$ cat config.mk
export PLATFORM = sky130hd
export DESIGN_NAME = byte_lsu
export DESIGN_NICKNAME = d
export VERILOG_FILES = /design/src/rtl/cpu2_pkg.sv /design/src/rtl/byte_merge.sv /design/src/rtl/byte_lsu.sv
export SDC_FILE = /design/constraint.sdc
export NUM_CORES = 1
export LEC_CHECK = 0
export CORE_MARGIN = 2
export CORE_UTILIZATION = 48
export CTS_BUF_LIST = sky130_fd_sc_hd__clkbuf_8
export DETAILED_ROUTE_END_ITERATION = 16
export PLACE_DENSITY = 0.84
export SKIP_LAST_GASP = 1
export SYNTH_ARGS = -nofsm -noshare
export SYNTH_HDL_FRONTEND = slang
export SYNTH_HIERARCHICAL = 1
export SYNTH_SLANG_ARGS = --single-unit
export TNS_END_PERCENT = 20
$ cat constraint.sdc
create_clock -name clk -period 3.65 [get_ports clk]
set_clock_uncertainty 0.1 [all_clocks]
set_input_delay 0.9125 -clock clk [delete_from_list [all_inputs] [get_ports clk]]
set_output_delay 0.9125 -clock clk [all_outputs]
set_load 0.01 [all_outputs]
$ cat src/rtl/cpu2_pkg.sv
// ============================================================================
// cpu2_pkg : shared state encoding, extension modes and lane width for byte_lsu
// Revision : 1.0 - initial release
// ============================================================================
`default_nettype none

package cpu2_pkg;

  localparam int BYTE_W = 8;

  localparam logic [1:0] EX_NEX = 2'b00;
  localparam logic [1:0] EX_ZEX = 2'b10;
  localparam logic [1:0] EX_SEX = 2'b11;

  typedef enum logic [2:0] {
    ST_IDLE  = 3'd0,
    ST_RD    = 3'd1,
    ST_LRES  = 3'd2,
    ST_WR    = 3'd3,
    ST_SDONE = 3'd4
  } lsu_state_t;

endpackage

`default_nettype wire

$ cat src/rtl/byte_merge.sv
// ============================================================================
// byte_merge : replaces one byte lane of a word, leaving the other lanes intact
// Revision   : 1.0 - initial release
// ============================================================================
`default_nettype none

module byte_merge
  import cpu2_pkg::*;
#(
  parameter int WIDTH = 32
) (
  input  logic [WIDTH-1:0]  word,
  input  logic [1:0]        idx,
  input  logic [BYTE_W-1:0] data,
  output logic [WIDTH-1:0]  merged
);

  always_comb begin
    merged = word;
    merged[idx*BYTE_W +: BYTE_W] = data;
  end

endmodule

`default_nettype wire

$ cat src/rtl/byte_lsu.sv
// ============================================================================
// byte_lsu : single-outstanding byte load / read-modify-write store sequencer
// Revision : 1.0 - initial release
// ============================================================================
`default_nettype none

module byte_lsu
  import cpu2_pkg::*;
#(
  parameter int WIDTH = 32,
  parameter int AW    = 32
) (
  input  logic              clk,
  input  logic              reset_n,
  input  logic              req_valid,
  output logic              req_ready,
  input  logic              req_we,
  input  logic [AW-1:0]     req_addr,
  input  logic [7:0]        req_wdata,
  input  logic [1:0]        req_ex_mode,
  input  logic [WIDTH-1:0]  req_opd,
  output logic              mem_cs,
  output logic              mem_wen,
  output logic [AW-1:0]     mem_addr,
  output logic [WIDTH-1:0]  mem_wdata,
  input  logic [WIDTH-1:0]  mem_rdata,
  input  logic              mem_wait,
  output logic              res_valid,
  output logic [WIDTH-1:0]  res_opb,
  output logic [1:0]        res_idx,
  output logic [1:0]        res_ex_mode,
  output logic [WIDTH-1:0]  res_opd,
  output logic              st_done
);

  lsu_state_t        r_state;
  logic              r_we;
  logic [7:0]        r_wdata;
  logic [WIDTH-1:0]  w_merged;

  // Merge against the word arriving this cycle; it is the same word latched into res_opb.
  byte_merge #(
    .WIDTH (WIDTH)
  ) u_merge (
    .word   (mem_rdata),
    .idx    (res_idx),
    .data   (r_wdata),
    .merged (w_merged)
  );

  always_ff @(posedge clk or negedge reset_n) begin
    if (!reset_n) begin
      r_state     <= ST_IDLE;
      r_we        <= 1'b0;
      r_wdata     <= '0;
      req_ready   <= 1'b1;
      mem_cs      <= 1'b0;
      mem_wen     <= 1'b0;
      mem_addr    <= '0;
      mem_wdata   <= '0;
      res_valid   <= 1'b0;
      res_opb     <= '0;
      res_idx     <= '0;
      res_ex_mode <= '0;
      res_opd     <= '0;
      st_done     <= 1'b0;
    end else begin
      case (r_state)
        ST_IDLE: begin
          if (req_valid && req_ready) begin
            r_we        <= req_we;
            r_wdata     <= req_wdata;
            res_idx     <= req_addr[1:0];
            res_ex_mode <= req_ex_mode;
            res_opd     <= req_opd;
            mem_addr    <= {2'b00, req_addr[AW-1:2]};
            mem_cs      <= 1'b1;
            mem_wen     <= 1'b0;
            req_ready   <= 1'b0;
            r_state     <= ST_RD;
          end
        end
        ST_RD: begin
          if (!mem_wait) begin
            res_opb <= mem_rdata;
            if (r_we) begin
              mem_wdata <= w_merged;
              mem_wen   <= 1'b1;
              r_state   <= ST_WR;
            end else begin
              mem_cs    <= 1'b0;
              res_valid <= 1'b1;
              r_state   <= ST_LRES;
            end
          end
        end
        ST_LRES: begin
          res_valid <= 1'b0;
          req_ready <= 1'b1;
          r_state   <= ST_IDLE;
        end
        ST_WR: begin
          if (!mem_wait) begin
            mem_cs  <= 1'b0;
            mem_wen <= 1'b0;
            st_done <= 1'b1;
            r_state <= ST_SDONE;
          end
        end
        ST_SDONE: begin
          st_done   <= 1'b0;
          req_ready <= 1'b1;
          r_state   <= ST_IDLE;
        end
        default: begin
          mem_cs    <= 1'b0;
          mem_wen   <= 1'b0;
          res_valid <= 1'b0;
          st_done   <= 1'b0;
          req_ready <= 1'b1;
          r_state   <= ST_IDLE;
        end
      endcase
    end
  end

endmodule

`default_nettype wire

== Yosys cells after proc, flatten, opt, wreduce, memory -nomap -nowiden ==
Index checks and enable logic that the tools add are counted.

* Output and inout bits: 137
* Bits in registers: 147
* Bits of input ports: 111
* Word-level logic and storage cells: 67

* Bitwise operators: 5
* Add/subtract/negate cells: 1
* Equality and inequality tests: 9
* Shift operators: 2
* Muxes and demuxes: 21
* Reductions and logical operators: 15

{| class="wikitable"
|+ Operator list
! operator !! count
|-
| negation 5 -> 34 bit || 1
|-
| variable shift 8 x 34 -> 32 bit, first input constant || 1
|-
| variable part select 8 x 34 -> 32 bit || 1
|-
| bitwise mux 32 bit || 1
|-
| 2-to-1 mux 1 bit || 11
|-
| != test 2 bit, second input constant || 5
|-
| AND reduction 5 bit || 2
|-
| 2-to-1 mux 3 bit || 3
|-
| one-hot mux 3 bit (3 select lines) || 1
|-
| AND reduction 3 bit || 3
|-
| one-hot mux 1 bit (4 select lines) || 2
|-
| AND reduction 2 bit || 4
|-
| equality test 3 x 2 -> 1 bit, second input constant || 2
|-
| one-hot mux 1 bit (2 select lines) || 3
|-
| OR reduction 3 bit || 2
|-
| NOT 1 bit || 5
|-
| OR reduction 2 bit || 2
|-
| equality test 3 x 1 -> 1 bit, second input constant || 1
|-
| equality test 3 bit, second input constant || 1
|-
| zero test 3 bit || 1
|-
| logical AND 1 bit || 1
|}

== Depth between registers and ports, before layout ==
Gate-level depths: netlist of run 1.

* Depth after elaboration: 4
* Mapped depth: 8
* Gate-level depth less buffers: 5

== Modules after synthesis ==
The synthesis of run 1 kept the hierarchy.

{| class="wikitable"
|+ Modules (own cells, without submodules)
! module !! sequential area each (µm²) !! cells each !! area each (µm²) !! instances
|-
| byte_lsu || 3679.8 || 344 || 5615.4 || 1
|-
| byte_merge || 0.0 || 68 || 548.0 || 1
|}

== Worst setup path before layout of run 1 ==
Ideal clock, no wire load.

* Path kind: input to register
* From: input port mem_wait
* To: register mem_wdata[0]
* Path slack: 1.454 ns
* Data arrival time: 1.968 ns
* Stages on the path: 5
* Library setup time: 0.127 ns
* Cells stage by stage: clkbuf_1 -> nor4_4 -> nand2_2 -> buf_6 -> mux2_1

* Word-level cells in the longest chain between the ends: 2

{| class="wikitable"
|+ Ends and longest elaborated chain
! what !! RTL line !! RTL
|-
| from (decl) || byte_lsu.sv:27 || <nowiki>input logic mem_wait,</nowiki>
|-
| NOT 1 bit (no line) || -- ||
|-
| AND reduction 3 bit (no line) || -- ||
|-
| to (signal assigned) || byte_lsu.sv:87 || <nowiki>mem_wdata <= w_merged;</nowiki>
|-
| to (decl) || byte_lsu.sv:25 || <nowiki>output logic [WIDTH-1:0] mem_wdata,</nowiki>
|}

Every way passes these cells.
A chain may end at the register's enable or synchronous reset.

== Final worst setup path of run 1 ==
* From: register res_idx[0]
* To: output port res_idx[0]

{| class="wikitable"
|+ RTL lines
! what !! RTL line !! RTL
|-
| from (decl) || byte_lsu.sv:30 || <nowiki>output logic [1:0] res_idx,</nowiki>
|-
| from (signal assigned) || byte_lsu.sv:73 || <nowiki>res_idx <= req_addr[1:0];</nowiki>
|}

No word-level cell between the ends.

==> results.md, run 1 <==
- The flow ran to the end, and the final reports show no timing, DRC or antenna violations.
- Setup violations remaining at the end of the flow were counted as 0.
- Entering global routing, the biggest net connects 88 pins.
- STA classifies the critical path endpoint as a primary output.
- The number of iterations in the first detailed-routing pass is 4.
- By startpoint and endpoint, the worst setup path is classified as register to primary output.
- In this run the number of cells on the critical path is 1.
- Post-CTS repair changed the size of 0 cells.
- The critical path startpoint is res_idx[0].
- For this block, the initial DRC count from the detailed router was 153.
- The number of violations of the max-capacitance limit is 0.
- Hold repair after CTS inserted 0 buffers.
- The core region is 12570 um^2.
- The tree is rooted in a sky130_fd_sc_hd__clkbuf_8.
- The smallest clock period supported by the final layout is computed as 2.822 ns.
- In the routed design, unresolved DRC markers number 0.
- The critical path ends at res_idx[0].
- The initialized floorplan defines 41 standard-cell rows.
- For this block, the via count after detailed routing is 4385.
- Input and output buffers added on the ports amount to 245.
- The clock tree synthesis step divided the H-tree into 4 levels.
- The total standard cell area after synthesis is 6163 um^2.
- Once detail routing completed, the nets flagged for antenna violations numbered 0.
- The vias per cell is 5.189.
- The cell at the slowest stage of the critical path is sky130_fd_sc_hd__dfrtp_1.
- In this run the deepest clock path goes through 2 buffers.
- Dividing total power by cell area gives a power density of 852.3 nW/um^2.
- Setup repair after global routing left no endpoint under its margin.
- The clock net in this run drives a total of 147 sinks.
- Counting the buffers created by CTS gives 17.
- The share of async-settable or async-resettable flops after synthesis is 1.000.
- The die covers 13760 um^2.
- The leakage dissipation is 3.863 nW.
- The finished cells cover 9119 um^2.
- The total of warnings raised by yosys is 6.
- The number of global-route vias before repair came to 4866.
- The number of nets at the end of the flow is 775.
- In this run the worst path has a maximum fanout of 16.
- The number of storage elements in the synthesis netlist is 147.
- For the pin with the worst max-slew slack, the measured transition is 0.9294 ns.
- In this run the tightest slew margin relative to its limit is 0.3715.
- The signal arrival time at the worst endpoint is 1.81 ns.
- At the later pin of the worst-skew pair, clock insertion delay measures 0.44 ns.
- The worst hold path begins at mem_wdata[12].
- The final weighted congestion in routability-driven placement is 0.7876.
- Wires add up to 15.79 mm.
- Before CTS, the worst setup slack after placement is 0.6569 ns.
- The signal on the critical path passes through clkdlybuf4s50_1.
- The post-synthesis sequential area ratio is 0.5970.
- The HPWL after detailed placement is 11.99 mm.
- Among all flip-flop cells after synthesis, the most frequent one is sky130_fd_sc_hd__dfrtp_1.
- The worst vdd rail ir drop is 0.5157 mV.
- The share of synthesized area in the top cell type comes to 0.5928.
- The design draws 7.772 mW.
- The die boundary height is 117.3 um.
- In the post-synthesis netlist, the biggest area contributors are sky130_fd_sc_hd__dfrtp_1 (59%), sky130_fd_sc_hd__mux2_2 (20%), sky130_fd_sc_hd__mux2_1 (5.5%).
- STA classifies the critical path startpoint as a register.
- The combined buffer and inverter count along the critical path is 1.
- The number of antenna violations at the first check in global routing is 1.
- The worst register-to-register path has a depth of 5.
- The final setup TNS is 0 ns.
- The die is 117.3 um wide.
- The total global-route track usage is 0.2392.
- Of the available clock period, the critical path in the final layout requires 0.7731.
- The cell count after synthesis is 412.
- The largest incremental delay on the critical path is 0.70 ns.
- The synthesized design contains 0 enable-type register cells.
- For this configuration, the core starts out at a cell density of 0.4904.
- The critical path's top delay family is flip-flops.
- The library cell with the highest instance count after synthesis is sky130_fd_sc_hd__dfrtp_1.
- The library cell occupying the most area in the post-synthesis netlist is sky130_fd_sc_hd__dfrtp_1.
- 248 I/O pins were placed.
- Based on the critical path, the design can be clocked at up to 354.4 MHz.
- In this run the critical register-to-register path is captured at mem_wdata[25].
- Once routing completed, OpenROAD measured the worst setup slack at 0.8281 ns.
- The first global-routing pass estimated 25.56 mm of wire.
- In this run the cell area measured after placement is 8736 um^2.
- On the final layout, the worst hold slack is 0.3973 ns.
- For this run the aggregate overflow at the end of global routing stands at 0.
- Once the clock tree was built, the setup fixing pass inserted 0 buffers.
- The TritonCTS clock tree is yes.
- By count the netlist is led by sky130_fd_sc_hd__dfrtp_1 (146), sky130_fd_sc_hd__mux2_2 (109), sky130_fd_sc_hd__mux2_1 (30).
- In the final routed layout, each cell accounts on average for 18.68 um.
- In the final layout, the share of cells above drive strength 1 is 0.2336.
- After clock tree synthesis, the clock-pin slew on the worst setup and hold paths is 0.07 ns.
- The signed area change from the synthesized netlist to the final layout is 47.95%.
- Data on the critical path is required at its endpoint by 2.64 ns.
- The final number of max-transition violations came to 0.
- For flop-to-flop paths, the worst setup slack is 0.91 ns.
- In this run the critical register-to-register path is launched from res_idx[0].
- The filler cell count in the final layout is 888.
- The mean post-synth cell area is 14.96 um^2.
- The number of distinct library cells after synthesis is 40.
- The count of endpoints failing hold in the final timing report came to 0.
- The path type of the worst min-delay path is register to register.
-- sequential cells by signal, summed over array words and instances, names as in the netlist, 2 cells and up --
register     flops
r_state          3
res_ex_mode      2
res_opd         32
r_wdata          8
mem_addr        30
mem_wdata       32
res_idx          2
res_opb         32
-- logic make-up (layout without fill, tap and decap cells) --
group | count (synthesis) | in the layout | synth area share
other | 1 | 3 | 0.0006084
adders and majority gates | 5 | 5 | 0.01015
AOI/OAI and AO/OA | 43 | 43 | 0.05907
and+or+nand+nor | 27 | 27 | 0.03289
xor gates and xnor gates | 1 | 1 | 0.001421
muxes | 140 | 140 | 0.2556
buffers and inverters | 48 | 307 | 0.04324
DFF | 147 | 147 | 0.5970
-- per-layer routing --
metal	vias up	share of wire	GRT usage
met4	0	0.029	0.1017
met5	-	0	0
met1	2181	0.38	0.2635
li1	1977	-	-
met2	193	0.50	0.4064
met3	34	0.093	0.1007
-- cell usage in the layout (no fill, tap or decap), types with 3 or more instances in the layout --
cell type,instances
sky130_fd_sc_hd__nor3_1,3
sky130_fd_sc_hd__buf_4,7
sky130_fd_sc_hd__dfrtp_1,146
sky130_fd_sc_hd__a22o_1,22
sky130_fd_sc_hd__o32ai_1,9
sky130_fd_sc_hd__clkbuf_8,19
sky130_fd_sc_hd__o21ai_0,3
sky130_fd_sc_hd__ha_1,5
sky130_fd_sc_hd__nor2_1,5
sky130_fd_sc_hd__clkinvlp_4,3
sky130_fd_sc_hd__inv_1,24
sky130_fd_sc_hd__nand2_1,5
sky130_fd_sc_hd__clkdlybuf4s50_1,244
sky130_fd_sc_hd__mux2_2,109
sky130_fd_sc_hd__clkinv_2,5
sky130_fd_sc_hd__mux2_1,30
-- through the flow --
step / util / std cells
finish: 0.7255 / 845
global route: 0.7253 / 844
CTS: 0.7253 / 844
detailed placement: 0.6951 / 812
global placement: 0.6951 / 812
floorplan: - / 413
-- area by class of cell --
cell class	instances	area, um^2	share of cell area
tap	172	215.2	0.02360
multi-input combinational	218	2232	0.2448
clock inverter	13	118.9	0.01304
clock buffer	19	261.5	0.02868
timing repair buffer	253	2526	0.2770
inverter	22	82.58	0.009056
sequential	147	3680	0.4035
antenna	1	2.502	0.0002744
-- where the power goes --
| part | internal [mW] | total, mW | switching, mW |
|---|---|---|---|
| clock | 0.628 | 1.21 | 0.583 |
| combinational | 2.20 | 3.57 | 1.36 |
| sequential | 2.44 | 2.99 | 0.557 |
-- worst min-delay path by stage --
stage                          endpoint  slack [ns]  depth (start not counted)
after floorplan                  mem_cs        0.43                          1
after global routing      mem_wdata[12]        0.42                          1
after global placement    mem_wdata[16]        0.38                          1
after detailed placement  mem_wdata[12]        0.38                          1
final                     mem_wdata[12]        0.40                          1
after CTS                 mem_wdata[12]        0.40                          1
No activity file was read; power rests on OpenSTA's default activity.
==> run 2, diff against run 1 <==
--- a/config.mk
+++ b/config.mk
@@ -6,10 +6,10 @@
 export NUM_CORES = 1
 export LEC_CHECK = 0
 export CORE_MARGIN = 2
-export CORE_UTILIZATION = 48
+export CORE_UTILIZATION = 40
 export CTS_BUF_LIST = sky130_fd_sc_hd__clkbuf_8
 export DETAILED_ROUTE_END_ITERATION = 16
-export PLACE_DENSITY = 0.84
+export PLACE_DENSITY = 0.74
 export SKIP_LAST_GASP = 1
 export SYNTH_ARGS = -nofsm -noshare
 export SYNTH_HDL_FRONTEND = slang
==> constraint.sdc (replaced) <==
create_clock -name clk -period 2.3 [get_ports clk]
set_clock_uncertainty 0.1 [all_clocks]
set_input_delay 0.575 -clock clk [delete_from_list [all_inputs] [get_ports clk]]
set_output_delay 0.575 -clock clk [all_outputs]
set_load 0.01 [all_outputs]
==> run 2 against run 1 <==
Effect of this change: non-clock buffer count increased by 5; hold slack got worse by 0.0032 ns; critical path depth is the same; final cell count grew 2.5%; sequential power rose by 59%; first-iteration DRC count grew 21%; sequential cell count is the same; via count about the same; critical endpoint is now req_ready.
==> results.md, run 2 (synthesized netlist as in run 1, its figures left out) <==
- The flow ran to the end, and the final reports show no timing, DRC or antenna violations.
- The insertion delay of the later-clocked pin in the worst-skew pair is 0.44 ns (about the same).
- The setup slack after placement was 0.1222 ns (-0.5346 ns).
- The largest incremental delay on the critical path is 0.56 ns (-0.14 ns).
- The overall power of the completed layout is 12.41 mW (+60%).
- The x dimension of the die was 128.1 um (+9.2%).
- The first-pass GRT wire length is 24.30 mm (-4.9%).
- The clock-pin slew on the worst setup and hold paths was 0.08 ns (about the same).
- The area taken by multi-input logic gates is 2232 um^2 (unchanged).
- The combined buffer and inverter count along the critical path is 1 (unchanged).
- The largest fanout on the critical path came to 4 (-12).
- The residual overflow from global routing is 0 (unchanged).
- The number of global-route vias before repair was 4605 (-5.4%).
- The critical path's top delay family is flip-flops.
- The signal arrival time at the worst endpoint is 1.56 ns (-0.25 ns).
- The worst vdd rail ir drop was 0.6142 mV (+19%).
- The sequential cell area came to 3680 um^2 (unchanged).
- The number of sinks handled by clock tree synthesis was 147 (unchanged).
- After global routing, the most crowded layer is met2.
- The boundary pin count came to 248 (unchanged).
- The die boundary height is 128.1 um (+9.2%).
- The power per standard cell area was 1340 nW/um^2 (+57%).
- The library cells used most frequently in the layout, excluding fill and tap cells, are sky130_fd_sc_hd__clkdlybuf4s50_1 (243), sky130_fd_sc_hd__dfrtp_1 (146), sky130_fd_sc_hd__mux2_2 (109).
- The share of post-route cells with drive strength above 1 was 0.2422 (+0.008614).
- The number of violations of the max-capacitance limit is 0 (unchanged).
- The number of placement rows is 45 (+9.8%).
- The largest registers in the layout are mem_wdata: 32 flops, res_opb: 32 flops, res_opd: 32 flops.
- The final number of max-transition violations is 0 (unchanged).
- Tracing the worst setup path back leads to its startpoint at req_ready.
- The number of antenna violations at the first check in global routing is 1 (unchanged).
- The HPWL after detailed placement was 11.96 mm (-0.26%).
- The H-tree depth reported by CTS is 4 (unchanged).
- The library cell used most frequently in the layout, excluding fill and tap cells, is sky130_fd_sc_hd__clkdlybuf4s50_1.
- The critical path capture point type is a primary output.
- The area of the core was 15150 um^2 (+21%).
- The final worst-path cycle share is 0.9707.
- The number of iterations in the first detailed-routing pass is 4 (unchanged).
- The detailed router's first-iteration violation count is 185 (+21%).
- The die area came to 16420 um^2 (+19%).
- The number of setup violations in the final report is 0 (unchanged).
- The starting density of the core was 0.4069 (-0.08345).
- The TritonCTS clock tree is yes.
- The remaining antenna violation count was 0 (unchanged).
- The cell sitting at the root of the clock tree is a sky130_fd_sc_hd__clkbuf_8.
- The buffer depth of the longest clock path came to 2 (unchanged).
- The number of buffers created by CTS is 17 (unchanged).
- The area after detailed placement was 8861 um^2 (+1.4%).
- The transition time at the pin with the least slew margin came to 0.5483 ns (-0.3811 ns).
- The final design area excluding fillers is 9258 um^2 (+1.5%).
- The number of nets at the end of the flow is 780 (+0.65%).
- The maximum clock frequency is 447.9 MHz.
- The total global-route track usage is 0.1947 (-0.04451).
- The number of buffers added on ports is 245 (unchanged).
- Setup repair after global routing left no endpoint under its margin.
- The final setup TNS is 0 ns (unchanged).
- The number of vias after detailed routing came to 4389 (+0.091%).
- The met2 usage in global routing is 0.3312 (-0.07520).
- The signal on the critical path passes through clkdlybuf4s50_1.
- The cell at the slowest stage of the critical path is sky130_fd_sc_hd__dfstp_2.
- The routed wire length is 15.88 mm (+0.55%).
- The required arrival time at the worst endpoint is 1.62 ns (-1.02 ns).
- The leakage dissipation is 3.905 nW (+1.1%).
- The signed area change from the synthesized netlist to the final layout is 50.20%.
- The remaining max-slew budget at the tightest pin is 0.6339 (+0.2624).
- The count of endpoints failing hold in the final timing report is 0 (unchanged).
- The filler cell count in the final layout is 1135 (+28%).
- The startpoint of the tightest hold check path is mem_wdata[16].
- The pin count of the biggest net entering global routing is 53 (-40%).
- The vias per cell is 5.068 (-2.3%).
- The post-layout minimum cycle time is 2.233 ns.
- The routing usage on met3 came to 0.07513 (-0.02556).
- The routed length per placed instance is 18.33 um (-1.9%).
- The startpoint class of the critical path is a register.
- The startpoint identified for the worst register-to-register timing path is res_idx[1].
- The fraction of met1 tracks used by global routing is 0.2270 (-0.03651).
- The tightest min-delay check is of the register to register type.
- The worst setup path category is register to primary output.
- The number of DRC violations after detailed routing is 0 (unchanged).
- The worst path setup slack after routing was 0.06743 ns (-0.7606 ns).
- The final weighted congestion in routability-driven placement is 0.7848 (-0.36%).
==> run 2: cell types whose count changed in the layout (fill, tap and decap cells not counted) <==
cell	change
sky130_fd_sc_hd__buf_4	-2
sky130_fd_sc_hd__inv_6	+1
sky130_fd_sc_hd__clkinv_2	+1
sky130_fd_sc_hd__buf_12	+6
sky130_fd_sc_hd__dlygate4sd2_1	+1
sky130_fd_sc_hd__dlygate4sd3_1	+1
sky130_fd_sc_hd__clkbuf_8	-1
sky130_fd_sc_hd__clkinv_4	+1
sky130_fd_sc_hd__inv_1	-3
sky130_fd_sc_hd__clkdlybuf4s50_1	-1
sky130_fd_sc_hd__clkinvlp_4	+1
==> run 2: final timing paths <==
kind	slack (ns)	cells after the start	to
setup / recovery	0.07	1	req_ready
hold / removal	0.39	1	mem_wdata[16]
setup reg to reg	0.27	5	mem_wdata[9]
hold reg to reg	0.39	1	mem_wdata[16]
max in group asynchronous	0.93	3	mem_addr[7]
min in group asynchronous	0.53	2	res_opb[17]
==> run 2: repair_timing <==
action | in CTS | in global routing
resized for setup | 1 | 0
setup buffers | 0 | 0
setup endpoints to repair | 1 | 0
hold endpoints to repair | 41 | 0
hold buffers | 1 | 0
==> run 2: metal layers <==
layer  vias to the layer above  wire (um)
met2                       195       7812
met4                         2        168
met3                        17       1438
met5                         -         13
li1                       1996          -
met1                      2179       6442
==> run 2: metrics by stage <==
step | utilization | instances | hold slack [ns]
2_1_floorplan | - | 413 | 0.1794
3_3_place_gp | 0.5850 | 832 | 0.3738
3_5_place_dp | 0.5850 | 832 | 0.3830
4_1_cts | 0.6111 | 865 | 0.4014
5_1_grt | 0.6111 | 865 | 0.4119
6_report | 0.6112 | 866 | 0.3941
==> run 2: final cells by class <==
cell class,instances,area share
diodes,1,0.0002703
clock buffers,18,0.02676
clock inverters,14,0.01487
inverters,22,0.008920
multi-input cells,218,0.2411
flip-flops and latches,147,0.3975
well taps,188,0.02541
repair buffers,258,0.2852
==> run 2: where the power goes <==
part	leakage, nW	internal [mW]	switching [mW]
Clock	0.190	0.983	0.967
Sequential	1.78	3.87	0.887
Combinational	1.94	3.55	2.15
Total	3.90	8.40	4.01
